### config.mk
export PLATFORM = sky130hd
export DESIGN_NAME = data_mem_arbiter
export DESIGN_NICKNAME = d
export VERILOG_FILES = /design/src/rtl/data_mem_arbiter.sv
export SDC_FILE = /design/constraint.sdc
export NUM_CORES = 1
export LEC_CHECK = 0
export CORE_ASPECT_RATIO = 0.7
export CORE_MARGIN = 1
export CORE_UTILIZATION = 40
export DETAILED_ROUTE_END_ITERATION = 8
export GPL_ROUTABILITY_DRIVEN = 0
export PLACE_DENSITY_LB_ADDON = 0.05
export RECOVER_POWER = 25
export SYNTH_ARGS = -nofsm -noshare
export SYNTH_HDL_FRONTEND = slang
export SYNTH_SLANG_ARGS = --single-unit
### constraint.sdc
create_clock -name clk -period 2.3 [get_ports clk]
set_input_delay 0.23 -clock clk [delete_from_list [all_inputs] [get_ports clk]]
set_output_delay 0.23 -clock clk [all_outputs]
set_load 0.01 [all_outputs]
### src/rtl/data_mem_arbiter.sv
// data_mem_arbiter: round-robin arbiter that funnels per-thread LSU read/write
// requests onto a single data-memory port, one transaction in flight at a time.
// Optional feature: define DATA_ARB_TIMEOUT_EN to enable the memory-wait
// watchdog and the sticky timeout_error flag.
module data_mem_arbiter #(
   parameter int unsigned ADDR_BITS      = 8,
   parameter int unsigned DATA_BITS      = 8,
   parameter int unsigned NUM_CONSUMERS  = 4,
   parameter int unsigned TIMEOUT_CYCLES = 255
) (
   input  logic                     clk,
   input  logic                     reset,
   input  logic [NUM_CONSUMERS-1:0] consumer_read_valid,
   input  logic [ADDR_BITS-1:0]     consumer_read_address [NUM_CONSUMERS],
   output logic [NUM_CONSUMERS-1:0] consumer_read_ready,
   output logic [DATA_BITS-1:0]     consumer_read_data [NUM_CONSUMERS],
   input  logic [NUM_CONSUMERS-1:0] consumer_write_valid,
   input  logic [ADDR_BITS-1:0]     consumer_write_address [NUM_CONSUMERS],
   input  logic [DATA_BITS-1:0]     consumer_write_data [NUM_CONSUMERS],
   output logic [NUM_CONSUMERS-1:0] consumer_write_ready,
   output logic                     mem_read_valid,
   output logic [ADDR_BITS-1:0]     mem_read_address,
   input  logic                     mem_read_ready,
   input  logic [DATA_BITS-1:0]     mem_read_data,
   output logic                     mem_write_valid,
   output logic [ADDR_BITS-1:0]     mem_write_address,
   output logic [DATA_BITS-1:0]     mem_write_data,
   input  logic                     mem_write_ready,
   output logic                     timeout_error
);

   localparam int unsigned IDX_W = (NUM_CONSUMERS > 1) ? $clog2(NUM_CONSUMERS) : 1;
   localparam int unsigned CNT_W = 8;

   typedef enum logic [2:0] {
      S_IDLE,
      S_READ_WAIT,
      S_WRITE_WAIT,
      S_READ_RELAY,
      S_WRITE_RELAY
   } state_e;

   state_e state_q, state_d;

   logic [IDX_W-1:0]         rr_ptr_q, rr_ptr_d;
   logic [IDX_W-1:0]         cur_q, cur_d;
   logic                     mem_read_valid_q, mem_read_valid_d;
   logic [ADDR_BITS-1:0]     mem_read_address_q, mem_read_address_d;
   logic                     mem_write_valid_q, mem_write_valid_d;
   logic [ADDR_BITS-1:0]     mem_write_address_q, mem_write_address_d;
   logic [DATA_BITS-1:0]     mem_write_data_q, mem_write_data_d;
   logic [NUM_CONSUMERS-1:0] read_ready_q, read_ready_d;
   logic [NUM_CONSUMERS-1:0] write_ready_q, write_ready_d;
   logic [DATA_BITS-1:0]     read_data_q [NUM_CONSUMERS];
   logic [DATA_BITS-1:0]     read_data_d [NUM_CONSUMERS];

   logic                     gnt_found_c;
   logic                     gnt_is_read_c;
   logic [IDX_W-1:0]         gnt_idx_c;
   logic [IDX_W-1:0]         scan_idx_c;
   logic                     tmo_c;

   // Round-robin scan starting at rr_ptr; a read beats a write on the same port
   always_comb begin
      gnt_found_c   = 1'b0;
      gnt_is_read_c = 1'b0;
      gnt_idx_c     = '0;
      scan_idx_c    = '0;
      for (int unsigned i = 0; i < NUM_CONSUMERS; i++) begin
         scan_idx_c = IDX_W'((32'(rr_ptr_q) + i) % NUM_CONSUMERS);
         if (!gnt_found_c && (consumer_read_valid[scan_idx_c] || consumer_write_valid[scan_idx_c])) begin
            gnt_found_c   = 1'b1;
            gnt_idx_c     = scan_idx_c;
            gnt_is_read_c = consumer_read_valid[scan_idx_c];
         end
      end
   end

`ifdef DATA_ARB_TIMEOUT_EN
   logic [CNT_W-1:0] wait_cnt_q;
   logic             timeout_error_q;
   logic             tmo_fire_c;

   assign tmo_c      = (wait_cnt_q == CNT_W'(TIMEOUT_CYCLES - 1));
   assign tmo_fire_c = tmo_c && (((state_q == S_READ_WAIT)  && !mem_read_ready) ||
                                 ((state_q == S_WRITE_WAIT) && !mem_write_ready));

   // Wait-cycle counter, cleared whenever the FSM is outside the WAIT states
   always_ff @(posedge clk) begin
      if (reset) begin
         wait_cnt_q <= '0;
      end else if ((state_q == S_READ_WAIT) || (state_q == S_WRITE_WAIT)) begin
         wait_cnt_q <= wait_cnt_q + CNT_W'(1);
      end else begin
         wait_cnt_q <= '0;
      end
   end

   // Sticky watchdog flag, cleared only by reset
   always_ff @(posedge clk) begin
      if (reset) begin
         timeout_error_q <= 1'b0;
      end else if (tmo_fire_c) begin
         timeout_error_q <= 1'b1;
      end
   end

   assign timeout_error = timeout_error_q;
`else
   logic unused_timeout_cfg;

   assign tmo_c              = 1'b0;
   assign unused_timeout_cfg = ^32'(TIMEOUT_CYCLES) ^ ^32'(CNT_W);
   assign timeout_error      = 1'b0;
`endif

   // State register
   always_ff @(posedge clk) begin
      if (reset) begin
         state_q <= S_IDLE;
      end else begin
         state_q <= state_d;
      end
   end

   // Next-state logic
   always_comb begin
      state_d = state_q;
      case (state_q)
         S_IDLE: begin
            if (gnt_found_c) begin
               state_d = gnt_is_read_c ? S_READ_WAIT : S_WRITE_WAIT;
            end
         end
         S_READ_WAIT: begin
            if (mem_read_ready || tmo_c) state_d = S_READ_RELAY;
         end
         S_WRITE_WAIT: begin
            if (mem_write_ready || tmo_c) state_d = S_WRITE_RELAY;
         end
         S_READ_RELAY: begin
            if (!consumer_read_valid[cur_q]) state_d = S_IDLE;
         end
         S_WRITE_RELAY: begin
            if (!consumer_write_valid[cur_q]) state_d = S_IDLE;
         end
         default: state_d = S_IDLE;
      endcase
   end

   // Next values of the registered outputs and grant bookkeeping
   always_comb begin
      rr_ptr_d            = rr_ptr_q;
      cur_d               = cur_q;
      mem_read_valid_d    = mem_read_valid_q;
      mem_read_address_d  = mem_read_address_q;
      mem_write_valid_d   = mem_write_valid_q;
      mem_write_address_d = mem_write_address_q;
      mem_write_data_d    = mem_write_data_q;
      read_ready_d        = read_ready_q;
      write_ready_d       = write_ready_q;
      read_data_d         = read_data_q;
      case (state_q)
         S_IDLE: begin
            if (gnt_found_c) begin
               cur_d    = gnt_idx_c;
               rr_ptr_d = IDX_W'((32'(gnt_idx_c) + 32'd1) % NUM_CONSUMERS);
               if (gnt_is_read_c) begin
                  mem_read_valid_d   = 1'b1;
                  mem_read_address_d = consumer_read_address[gnt_idx_c];
               end else begin
                  mem_write_valid_d   = 1'b1;
                  mem_write_address_d = consumer_write_address[gnt_idx_c];
                  mem_write_data_d    = consumer_write_data[gnt_idx_c];
               end
            end
         end
         S_READ_WAIT: begin
            if (mem_read_ready) begin
               mem_read_valid_d    = 1'b0;
               read_data_d[cur_q]  = mem_read_data;
               read_ready_d[cur_q] = 1'b1;
            end else if (tmo_c) begin
               mem_read_valid_d    = 1'b0;
               read_data_d[cur_q]  = '0;
               read_ready_d[cur_q] = 1'b1;
            end
         end
         S_WRITE_WAIT: begin
            if (mem_write_ready || tmo_c) begin
               mem_write_valid_d    = 1'b0;
               write_ready_d[cur_q] = 1'b1;
            end
         end
         S_READ_RELAY: begin
            if (!consumer_read_valid[cur_q]) read_ready_d[cur_q] = 1'b0;
         end
         S_WRITE_RELAY: begin
            if (!consumer_write_valid[cur_q]) write_ready_d[cur_q] = 1'b0;
         end
         default: ;
      endcase
   end

   // Datapath and output registers
   always_ff @(posedge clk) begin
      if (reset) begin
         rr_ptr_q            <= '0;
         cur_q               <= '0;
         mem_read_valid_q    <= 1'b0;
         mem_read_address_q  <= '0;
         mem_write_valid_q   <= 1'b0;
         mem_write_address_q <= '0;
         mem_write_data_q    <= '0;
         read_ready_q        <= '0;
         write_ready_q       <= '0;
         for (int unsigned i = 0; i < NUM_CONSUMERS; i++) read_data_q[i] <= '0;
      end else begin
         rr_ptr_q            <= rr_ptr_d;
         cur_q               <= cur_d;
         mem_read_valid_q    <= mem_read_valid_d;
         mem_read_address_q  <= mem_read_address_d;
         mem_write_valid_q   <= mem_write_valid_d;
         mem_write_address_q <= mem_write_address_d;
         mem_write_data_q    <= mem_write_data_d;
         read_ready_q        <= read_ready_d;
         write_ready_q       <= write_ready_d;
         for (int unsigned i = 0; i < NUM_CONSUMERS; i++) read_data_q[i] <= read_data_d[i];
      end
   end

   assign mem_read_valid       = mem_read_valid_q;
   assign mem_read_address     = mem_read_address_q;
   assign mem_write_valid      = mem_write_valid_q;
   assign mem_write_address    = mem_write_address_q;
   assign mem_write_data       = mem_write_data_q;
   assign consumer_read_ready  = read_ready_q;
   assign consumer_write_ready = write_ready_q;
   assign consumer_read_data   = read_data_q;

endmodule

==> results of run 1 <==
-- cells in the mapped netlist, types with 2 or more instances --
master     number  area [sq um]
a2111oi_0       8         70.07
a211oi_1       18         135.1
a21oi_1        66         330.3
a31oi_1         8         50.05
buf_2           4         20.02
buf_4           3         22.52
buf_6           5         56.30
clkbuf_1       47         176.4
clkinv_1        2         7.510
dfxtp_1        73          1461
inv_1          14         52.55
mux2i_1        34         340.3
mux4_1          2         52.55
mux4_2          9         202.7
nand2_1       125         469.2
nand2b_1        4         25.02
nand3_1        20         100.1
nand4_1        17         106.4
nor2_1         53         198.9
nor2b_1         2         12.51
nor3_1         37         185.2
o211ai_1        2         15.01
o21ai_0        27         135.1
o311ai_0       16         140.1
o31ai_1         7         52.55
o31ai_2        10         125.1
o32ai_1         8         70.07
or2_1           2         12.51
or2_2           6         37.54
or4_1           2         15.01
-- kinds of logic (layout without fill, tap and decap cells) --
family	Yosys count	after routing	share of synthesized area
other cells	1	1	0.0007650
xor+xnor	2	2	0.005106
compound gates	182	182	0.2560
simple gates	273	274	0.2468
flops	73	73	0.2981
buf+inv	76	286	0.06942
mux	46	46	0.1238
-- what timing repair did --
item / 4_1_cts / 5_1_grt
setup endpoints to repair: 29 / 32
buffers inserted: 8 / 2
pin swaps: 19 / 21
resized for setup: 62 / 51
cloned: 2 / 1
-- per-stage QoR --
step,power [W],setup WS (ps),utilization
after global placement,0.007099,-480.9,0.6204
after floorplan,0.004971,-152.0,-
after detailed placement,0.007215,-574.7,0.6204
final,0.01014,-202.3,0.6999
after CTS,0.009626,-178.7,0.6810
after global routing,0.01067,-276.1,0.6999
-- layer usage --
| metal | vias up | wire, microns |
|---|---|---|
| met1 | 2846 | 8606 |
| met4 | 0 | 121 |
| met3 | 13 | 1493 |
| met2 | 268 | 8416 |
| li1 | 2805 | - |
| met5 | - | 0 |
-- power breakdown --
group / switching (W) / internal (W) / leakage, nW
combinational: 0.00357 / 0.00316 / 2.44
clock: 0.000582 / 0.00102 / 0.161
sequential: 0.000242 / 0.00157 / 0.595
-- cells in the final DEF (no fill, tap or decap), types with 6 or more instances in the layout --
cell	n
a2111oi_2	6
a211oi_2	12
a21oi_1	62
a31oi_1	6
buf_12	12
buf_4	42
buf_6	15
clkbuf_16	12
clkdlybuf4s50_1	154
dfxtp_1	71
dlygate4sd3_1	26
inv_1	14
mux2i_1	34
mux4_2	11
nand2_1	125
nand3_1	20
nand4_1	17
nor2_1	52
nor3_1	14
nor3_2	14
nor3_4	9
o21ai_0	16
o21ai_1	8
o311ai_0	13
o31ai_1	6
o31ai_2	11
-- layout make-up --
class,instances,area share
Timing Repair Buffer,254,0.3155
Sequential cell,73,0.1777
Tap cell,157,0.02377
Clock buffer,11,0.03073
Clock inverter,5,0.01029
Multi-Input combinational cell,505,0.4348
Inverter,16,0.007266
-- worst max-delay path, cell delays in order, from the launching register on --
cell	delay (ps)
dfxtp_4	420
mux4_2	600
or2_4	290
buf_12	140
a221oi_4	260
buf_12	190
o21ai_0	120
a211oi_2	240
o31ai_1	100
-- path summary, 6_finish.rpt --
check	depth (start not counted)	endpoint	startpoint	slack (ps)
worst max-delay path	8	mem_write_data[2]$_SDFFE_PP0P_	rr_ptr_q[0]$_SDFFE_PP0P_	-200
worst min-delay path	2	mem_read_valid$_SDFFE_PP0P_	mem_read_valid$_SDFFE_PP0P_	470
worst max register to register	8	mem_write_data[2]$_SDFFE_PP0P_	rr_ptr_q[0]$_SDFFE_PP0P_	-200
worst min register to register	2	mem_read_valid$_SDFFE_PP0P_	mem_read_valid$_SDFFE_PP0P_	470
==> flow_metrics.env, run 1 <==
export IMPL_diodes=0
export IMPL_regArea_sq_um=1469
export IMPL_row_count=33
export IMPL_grt_pass1_wl_mm=28.43
export IMPL_syn_cell_area_sq_um=4902
export IMPL_drc=0
export IMPL_ctsHoldBuffers=0
export IMPL_io_buffers=181
export IMPL_slew_violations=0
export IMPL_use_met2=0.4585
export IMPL_period_needed_ps=2502
export IMPL_finalCritPeriodShare=1.088
export IMPL_min_path_type="register to register"
export IMPL_area_growth_pct=68.61
export IMPL_cts_buffers=9
export IMPL_hpwlAfterDp_mm=13.00
export IMPL_clk_path_buf_depth=2
export IMPL_cp_end_kind="register"
export IMPL_startpoint_type="register"
export IMPL_rsz0062_at_grt="yes"
export IMPL_ys_ff_latch=73
export IMPL_drive_gt1_frac=0.2269
export IMPL_cp_required_ps=2510
export IMPL_p_leak_nw=3.194
export IMPL_nets=975
export IMPL_num_fill_cells=899
export IMPL_critPathKind="register to register"
export IMPL_wl_mm=18.64
export IMPL_async_flop_share=0
export IMPL_overflow=0
export IMPL_clock_tree_root_cell="clkbuf_16"
export IMPL_cp_max_fo=16
export IMPL_violations="setup timing"
export IMPL_whs_ps=472.5
export IMPL_synth_distinct_cells=52
export IMPL_ant_nets=0
export IMPL_cp_arrival_ps=2710
export IMPL_io_pin_count=183
export IMPL_multi_input_area_sq_um=3593
export IMPL_postSynthAreaPerCell_sq_um=7.507
export IMPL_hold_viol_final=0
export IMPL_setup_violations=30
export IMPL_max_freq_ghz=0.3996
export IMPL_dp_cells=993
export IMPL_wire_per_inst_microns=18.25
export IMPL_initial_core_util=0.4151
export IMPL_clk_latency_ps=340
export IMPL_cts_htree_levels=3
export IMPL_vias=5932
export IMPL_core_area_sq_um=11810
export IMPL_cts_sinks=73
export IMPL_die_h_microns=94.62
export IMPL_synth_edf_count=0
export IMPL_fin_ws_ps=-202.3
export IMPL_synth_ff_type="dfxtp_1"
export IMPL_ir_drop_mv=0.7704
export IMPL_ys_seq_area_frac=0.2981
export IMPL_syn_inst=653
export IMPL_die_w_microns=134.3
export IMPL_grtUsageMet1=0.4022
export IMPL_drtPass1Iterations=7
export IMPL_tightest_slew_ps=610.8
export IMPL_drt_iter0_drc=467
export IMPL_yosys_warnings=0
export IMPL_cts_tree="done"
export IMPL_placed_area_sq_um=7326
export IMPL_syn_nets=769
export IMPL_layout_cells_non_filler=1021
export IMPL_relSlewSlack=0.5890
export IMPL_grt_total_usage=0.2868
export IMPL_skew_ps=5.768
export IMPL_viasPerCell=5.810
export IMPL_tns_ps=-4252
export IMPL_grt_most_used_layer="met2"
export IMPL_final_area_sq_um=8265
export IMPL_clk_pin_slew_worst_paths_ps=60
export IMPL_p_per_area_nw_per_um2=1227
export IMPL_outcome="complete, but fails checks"
export IMPL_met3_usage=0.05529
export IMPL_grt_pass1_vias=5474
export IMPL_cap_viol_max_count=0
export IMPL_die_area_sq_um=12710
export IMPL_grt_antenna_before_repair=0
export IMPL_grt_max_degree=51
No activity file was read; power rests on OpenSTA's default activity.
==> inputs of run 2 (changes only) <==
==> constraint.sdc (replaced) <==
create_clock -name clk -period 2.85 [get_ports clk]
set_input_delay 0.285 -clock clk [delete_from_list [all_inputs] [get_ports clk]]
set_output_delay 0.285 -clock clk [all_outputs]
set_load 0.01 [all_outputs]
==> flow_metrics.env, run 2 (synthesis gave the netlist of run 1 again) <==
export IMPL_outcome="completed"
export IMPL_cp_arrival_ps=2870
export IMPL_tightest_slew_ps=849.4
export IMPL_ant_nets=0
export IMPL_io_buffers=181
export IMPL_num_fill_cells=1065
export IMPL_wire_per_inst_microns=17.80
export IMPL_cp_cell_sequence="mux4_1 -> a211oi_1 -> a21boi_4 -> buf_4 -> nand3_1 -> a31oi_1 -> o32ai_1"
export IMPL_vias=5754
export IMPL_overflow=0
export IMPL_cap_viol_max_count=0
export IMPL_cts_sinks=73
export IMPL_clk_latency_ps=340
export IMPL_period_needed_ps=2675
export IMPL_hold_viol_final=0
export IMPL_ir_drop_mv=0.5586
export IMPL_grt_total_usage=0.2813
export IMPL_final_common_cell="clkdlybuf4s50_1"
export IMPL_grt_antenna_before_repair=0
export IMPL_relSlewSlack=0.4337
export IMPL_final_cell_mix="clkdlybuf4s50_1 (148), nand2_1 (125), dfxtp_1 (71)"
export IMPL_cp_end_kind="register"
export IMPL_viasPerCell=5.818
export IMPL_drt_iter0_drc=558
export IMPL_clk_path_buf_depth=2
export IMPL_setup_worst_path_start="rr_ptr_q[0]$_SDFFE_PP0P_"
export IMPL_grt_pass1_wl_mm=28.10
export IMPL_min_path_type="register to register"
export IMPL_cts_buffers=9
export IMPL_cpPeakStageDelay_ps=700
export IMPL_reg2reg_depth=7
export IMPL_endpoint="mem_read_address[0]$_SDFFE_PP0P_"
export IMPL_finalCritPeriodShare=0.9384
export IMPL_r2r_slack_ps=180
export IMPL_multi_input_area_sq_um=3114
export IMPL_startpoint_type="register"
export IMPL_area_growth_pct=49.90
export IMPL_crit_path_top_delay_cell="mux4_1"
export IMPL_die_area_sq_um=12710
export IMPL_max_freq_ghz=0.3739
export IMPL_worstReg2RegEnd="mem_read_address[0]$_SDFFE_PP0P_"
export IMPL_clock_tree_root_cell="clkbuf_16"
export IMPL_worstHoldPathCells=2
export IMPL_setup_violations=0
export IMPL_tns_ps=0
export IMPL_rr_startpoint="rr_ptr_q[0]$_SDFFE_PP0P_"
export IMPL_drc=0
export IMPL_critPathKind="register to register"
export IMPL_cp_max_fo=12
export IMPL_skew_ps=8.922
export IMPL_cp_required_ps=3050
export IMPL_wl_mm=17.61
export IMPL_die_h_microns=94.62
export IMPL_hpwlAfterDp_mm=12.75
export IMPL_io_pin_count=183
export IMPL_row_count=33
export IMPL_nets=943
export IMPL_grt_pass1_vias=5457
export IMPL_die_w_microns=134.3
export IMPL_cts_htree_levels=3
export IMPL_initial_core_util=0.4151
export IMPL_cts_tree="done"
export IMPL_drtPass1Iterations=6
export IMPL_core_area_sq_um=11810
export IMPL_p_per_area_nw_per_um2=891.5
export IMPL_rsz0062_at_grt="no"
export IMPL_drive_gt1_frac=0.1166
export IMPL_slew_violations=0
export IMPL_regArea_sq_um=1466
export IMPL_grt_max_degree=85
export IMPL_ctsHoldBuffers=0
export IMPL_clk_pin_slew_worst_paths_ps=60
export IMPL_diodes=0
export IMPL_postCtsSetupRepairBufs=0
export IMPL_p_leak_nw=2.894
export IMPL_finish_utilization=0.6223
run 2: changes by cell type in the layout (fill, tap and decap cells not counted), moves of 6 or more:
cell             before  now
o21ai_0              16   27
nor3_4                9    0
o21ai_1               8    0
dlygate4sd3_1        26   33
nor3_1               14   36
buf_4                42   35
clkdlybuf4s50_1     154  148
a2111oi_0             1    7
a2111oi_2             6    0
a211oi_1              2   18
a211oi_2             12    0
buf_6                15    0
nor3_2               14    1
run 2: where the power goes:
| part | internal, W | switching [W] | total (W) |
|---|---|---|---|
| combinational | 0.00172 | 0.00224 | 0.00395 |
| sequential | 0.00126 | 0.000197 | 0.00146 |
| clock | 0.000681 | 0.000455 | 0.00114 |
run 2: worst max-delay path: cells and delay by family, from the launching register on:
kind / cells / cell delay [ps]
and+or+nand+nor: 1 / 90
buffers and inverters: 1 / 240
DFF: 1 / 450
muxes: 1 / 700
AOI/OAI and AO/OA: 4 / 1040
run 2: timing repair:
action / CTS / global route
hold endpoints to repair: 0 / 0
endpoints found under the setup margin: 0 / 24
resized for setup: 0 / 3
run 2: cell type report:
type | count | share of cell area
Timing Repair Buffer | 223 | 0.3014
Sequential cell | 73 | 0.1996
Clock buffer | 10 | 0.03116
Tap cell | 157 | 0.02673
Multi-Input combinational cell | 504 | 0.4238
Inverter | 16 | 0.008173
Clock inverter | 6 | 0.009195
run 2: worst min path at each step:
stage | startpoint | endpoint | slack, ps
global placement | mem_read_valid$_SDFFE_PP0P_ | mem_read_valid$_SDFFE_PP0P_ | 450
CTS | mem_read_valid$_SDFFE_PP0P_ | mem_read_valid$_SDFFE_PP0P_ | 470
finish | mem_read_valid$_SDFFE_PP0P_ | mem_read_valid$_SDFFE_PP0P_ | 470
global route | mem_read_address[5]$_SDFFE_PP0P_ | mem_read_address[5]$_SDFFE_PP0P_ | 500
detailed placement | mem_read_valid$_SDFFE_PP0P_ | mem_read_valid$_SDFFE_PP0P_ | 460
floorplan | mem_read_data[2] | consumer_read_data[10]$_SDFFE_PP0P_ | 430
run 2: through the flow:
| step | cell area [sq um] | power (W) | hold WS [ps] | setup WS [ps] | std cells |
|---|---|---|---|---|---|
| 6_report | 7348 | 0.006551 | 466.5 | 175.5 | 989 |
| 3_5_place_dp | 7044 | 0.005390 | 459.3 | -84.62 | 973 |
| 5_1_grt | 7348 | 0.006991 | 503.4 | 8.322 | 989 |
| 3_3_place_gp | 7044 | 0.005301 | 450.3 | 4.105 | 973 |
| 2_1_floorplan | 4902 | 0.003791 | 428.9 | 267.3 | 653 |
| 4_1_cts | 7341 | 0.006549 | 466.6 | 84.96 | 989 |
run 2: per-layer routing:
metal | wire length (microns) | up-vias | global-route usage
met3 | 1532 | 37 | 0.05260
met2 | 7823 | 294 | 0.4439
met5 | 0 | - | 0
li1 | - | 2729 | -
met1 | 7903 | 2694 | 0.3868
met4 | 350 | 0 | 0.09270
==> inputs of run 3 (changes only) <==
--- a/config.mk
+++ b/config.mk
@@ -9,7 +9,7 @@
 export CORE_MARGIN = 1
 export CORE_UTILIZATION = 40
 export DETAILED_ROUTE_END_ITERATION = 8
-export GPL_ROUTABILITY_DRIVEN = 0
+export GPL_ROUTABILITY_DRIVEN = 1
 export PLACE_DENSITY_LB_ADDON = 0.05
 export RECOVER_POWER = 25
 export SYNTH_ARGS = -nofsm -noshare
==> flow_metrics.env, run 3 (synthesis gave the netlist of run 1 again) <==
export IMPL_whs_ps=476.0
export IMPL_clock_tree_root_cell="clkbuf_16"
export IMPL_slew_violations=0
export IMPL_cp_end_kind="register"
export IMPL_max_freq_ghz=0.3643
export IMPL_grt_max_degree=85
export IMPL_cp_max_fo=18
export IMPL_drc=0
export IMPL_met3_usage=0.05368
export IMPL_final_cell_mix="clkdlybuf4s50_1 (148), nand2_1 (125), dfxtp_1 (71)"
export IMPL_cap_viol_max_count=0
export IMPL_period_needed_ps=2745
export IMPL_nets=945
export IMPL_cp_cell_sequence="mux4_1 -> a211oi_2 -> a21boi_4 -> buf_4 -> a21oi_1 -> nor3_1 -> o32ai_1"
export IMPL_grt_antenna_before_repair=0
export IMPL_setup_violations=0
export IMPL_outcome="completed"
export IMPL_hold_viol_final=0
export IMPL_grt_pass1_wl_mm=27.68
export IMPL_cellInternalPower_w=0.003846
export IMPL_finalCritPeriodShare=0.9633
export IMPL_power_frac_clock=0.196
export IMPL_die_h_microns=94.62
export IMPL_cpPeakStageDelay_ps=730
export IMPL_area_growth_pct=50.77
export IMPL_drt_iter0_drc=517
export IMPL_core_area_sq_um=11810
export IMPL_relSlewSlack=0.4240
export IMPL_clk_path_buf_depth=2
export IMPL_switching_power_w=0.002958
export IMPL_die_w_microns=134.3
export IMPL_globalplace_congestion=0.9132
export IMPL_critPathBufInv=1
export IMPL_skew_ps=6.252
export IMPL_final_area_sq_um=7391
export IMPL_placed_area_sq_um=7034
export IMPL_grt_pass1_vias=5158
export IMPL_wire_per_inst_microns=17.96
export IMPL_use_met2=0.4288
export IMPL_p_leak_nw=2.922
export IMPL_io_buffers=181
export IMPL_ant_nets=0
export IMPL_min_path_type="register to register"
export IMPL_rsz0062_at_grt="no"
export IMPL_cp_required_ps=3050
export IMPL_clk_pin_slew_worst_paths_ps=60
export IMPL_cts_buffers=9
export IMPL_seqPwrFrac=0.215
export IMPL_diodes=0
export IMPL_row_count=33
export IMPL_grtUsageMet1=0.4061
export IMPL_p_per_area_nw_per_um2=920.7
export IMPL_cp_arrival_ps=2950
export IMPL_drtPass1Iterations=5
export IMPL_combPwrFrac=0.589
export IMPL_crit_path_top_delay_cell="mux4_1"
export IMPL_overflow=0
export IMPL_grt_most_used_layer="met2"
export IMPL_initial_core_util=0.4151
export IMPL_fin_ws_ps=104.7
export IMPL_ir_drop_mv=0.4638
export IMPL_place_ws_ps=-253.2
export IMPL_tightest_slew_ps=864.1
export IMPL_drive_gt1_frac=0.1199
export IMPL_io_pin_count=183
export IMPL_cts_htree_levels=3
export IMPL_hpwlAfterDp_mm=12.75
export IMPL_die_area_sq_um=12710
export IMPL_postCtsSetupRepairBufs=0
export IMPL_vias=5698
export IMPL_viasPerCell=5.750
export IMPL_startpoint_type="register"
export IMPL_p_sw_frac=0.4348
export IMPL_final_common_cell="clkdlybuf4s50_1"
export IMPL_wl_mm=17.80
export IMPL_cts_sinks=73
export IMPL_clk_latency_ps=350
export IMPL_cpLargestDelayFamily="compound AO/OA/AOI/OAI gates"
export IMPL_cts_tree="done"
export IMPL_critPathKind="register to register"
export IMPL_grt_total_usage=0.2805
[run 3: worst reg2reg max path: stages (launching register included)]
cell      delay [ps]
dfxtp_4          440
mux4_1           740
a211oi_2         300
a21boi_4         280
buf_4            270
a21oi_1           60
nor3_1           380
o32ai_1          130
[run 3: final cells by class]
| type | count | area (sq um) |
|---|---|---|
| flip-flops and latches | 73 | 1466 |
| clock buffers | 10 | 229.0 |
| fillers | 1052 | 4418 |
| repair buffers | 225 | 2205 |
| multi-input cells | 504 | 3119 |
| clock inverters | 6 | 115.1 |
| well taps | 157 | 196.4 |
| inverters | 16 | 60.06 |
[run 3: power groups by stage]
stage | Combinational, W | Clock, W | Sequential, W
CTS | 0.00399 | 0.00134 | 0.00146
finish | 0.00401 | 0.00134 | 0.00146
global route | 0.00434 | 0.00140 | 0.00150
global placement | 0.00390 | 0 | 0.00147
floorplan | 0.00230 | 0 | 0.00149
detailed placement | 0.00397 | 0 | 0.00148
[run 3: layer usage]
layer | wire [microns] | up-vias
li1 | - | 2742
met1 | 8347 | 2701
met2 | 7960 | 243
met3 | 1368 | 12
met4 | 123 | 0
met5 | 0 | -
[run 3: final timing paths]
kind                                    start                                to  slack, ps  cells past startpoint
max                  rr_ptr_q[0]$_SDFFE_PP0P_  mem_read_address[4]$_SDFFE_PP0P_        100                      7
min          mem_read_address[4]$_SDFFE_PP0P_  mem_read_address[4]$_SDFFE_PP0P_        480                      2
max reg2reg          rr_ptr_q[0]$_SDFFE_PP0P_  mem_read_address[4]$_SDFFE_PP0P_        100                      7
min reg2reg  mem_read_address[4]$_SDFFE_PP0P_  mem_read_address[4]$_SDFFE_PP0P_        480                      2
[run 3: repair_timing]
item,in CTS,in global routing
hold buffers,0,0
gates resized for setup,0,4
endpoints found under the setup margin,0,25
[run 3: stage by stage]
step           std cells  utilization  power (W)  TNS (ps)
6_report             991       0.6259   0.006805         0
5_1_grt              991       0.6259   0.007232         0
4_1_cts              991       0.6248   0.006793         0
3_5_place_dp         975       0.5957   0.005453     -3595
3_3_place_gp         975       0.5957   0.005372    -277.1
2_1_floorplan        653            -   0.003791         0
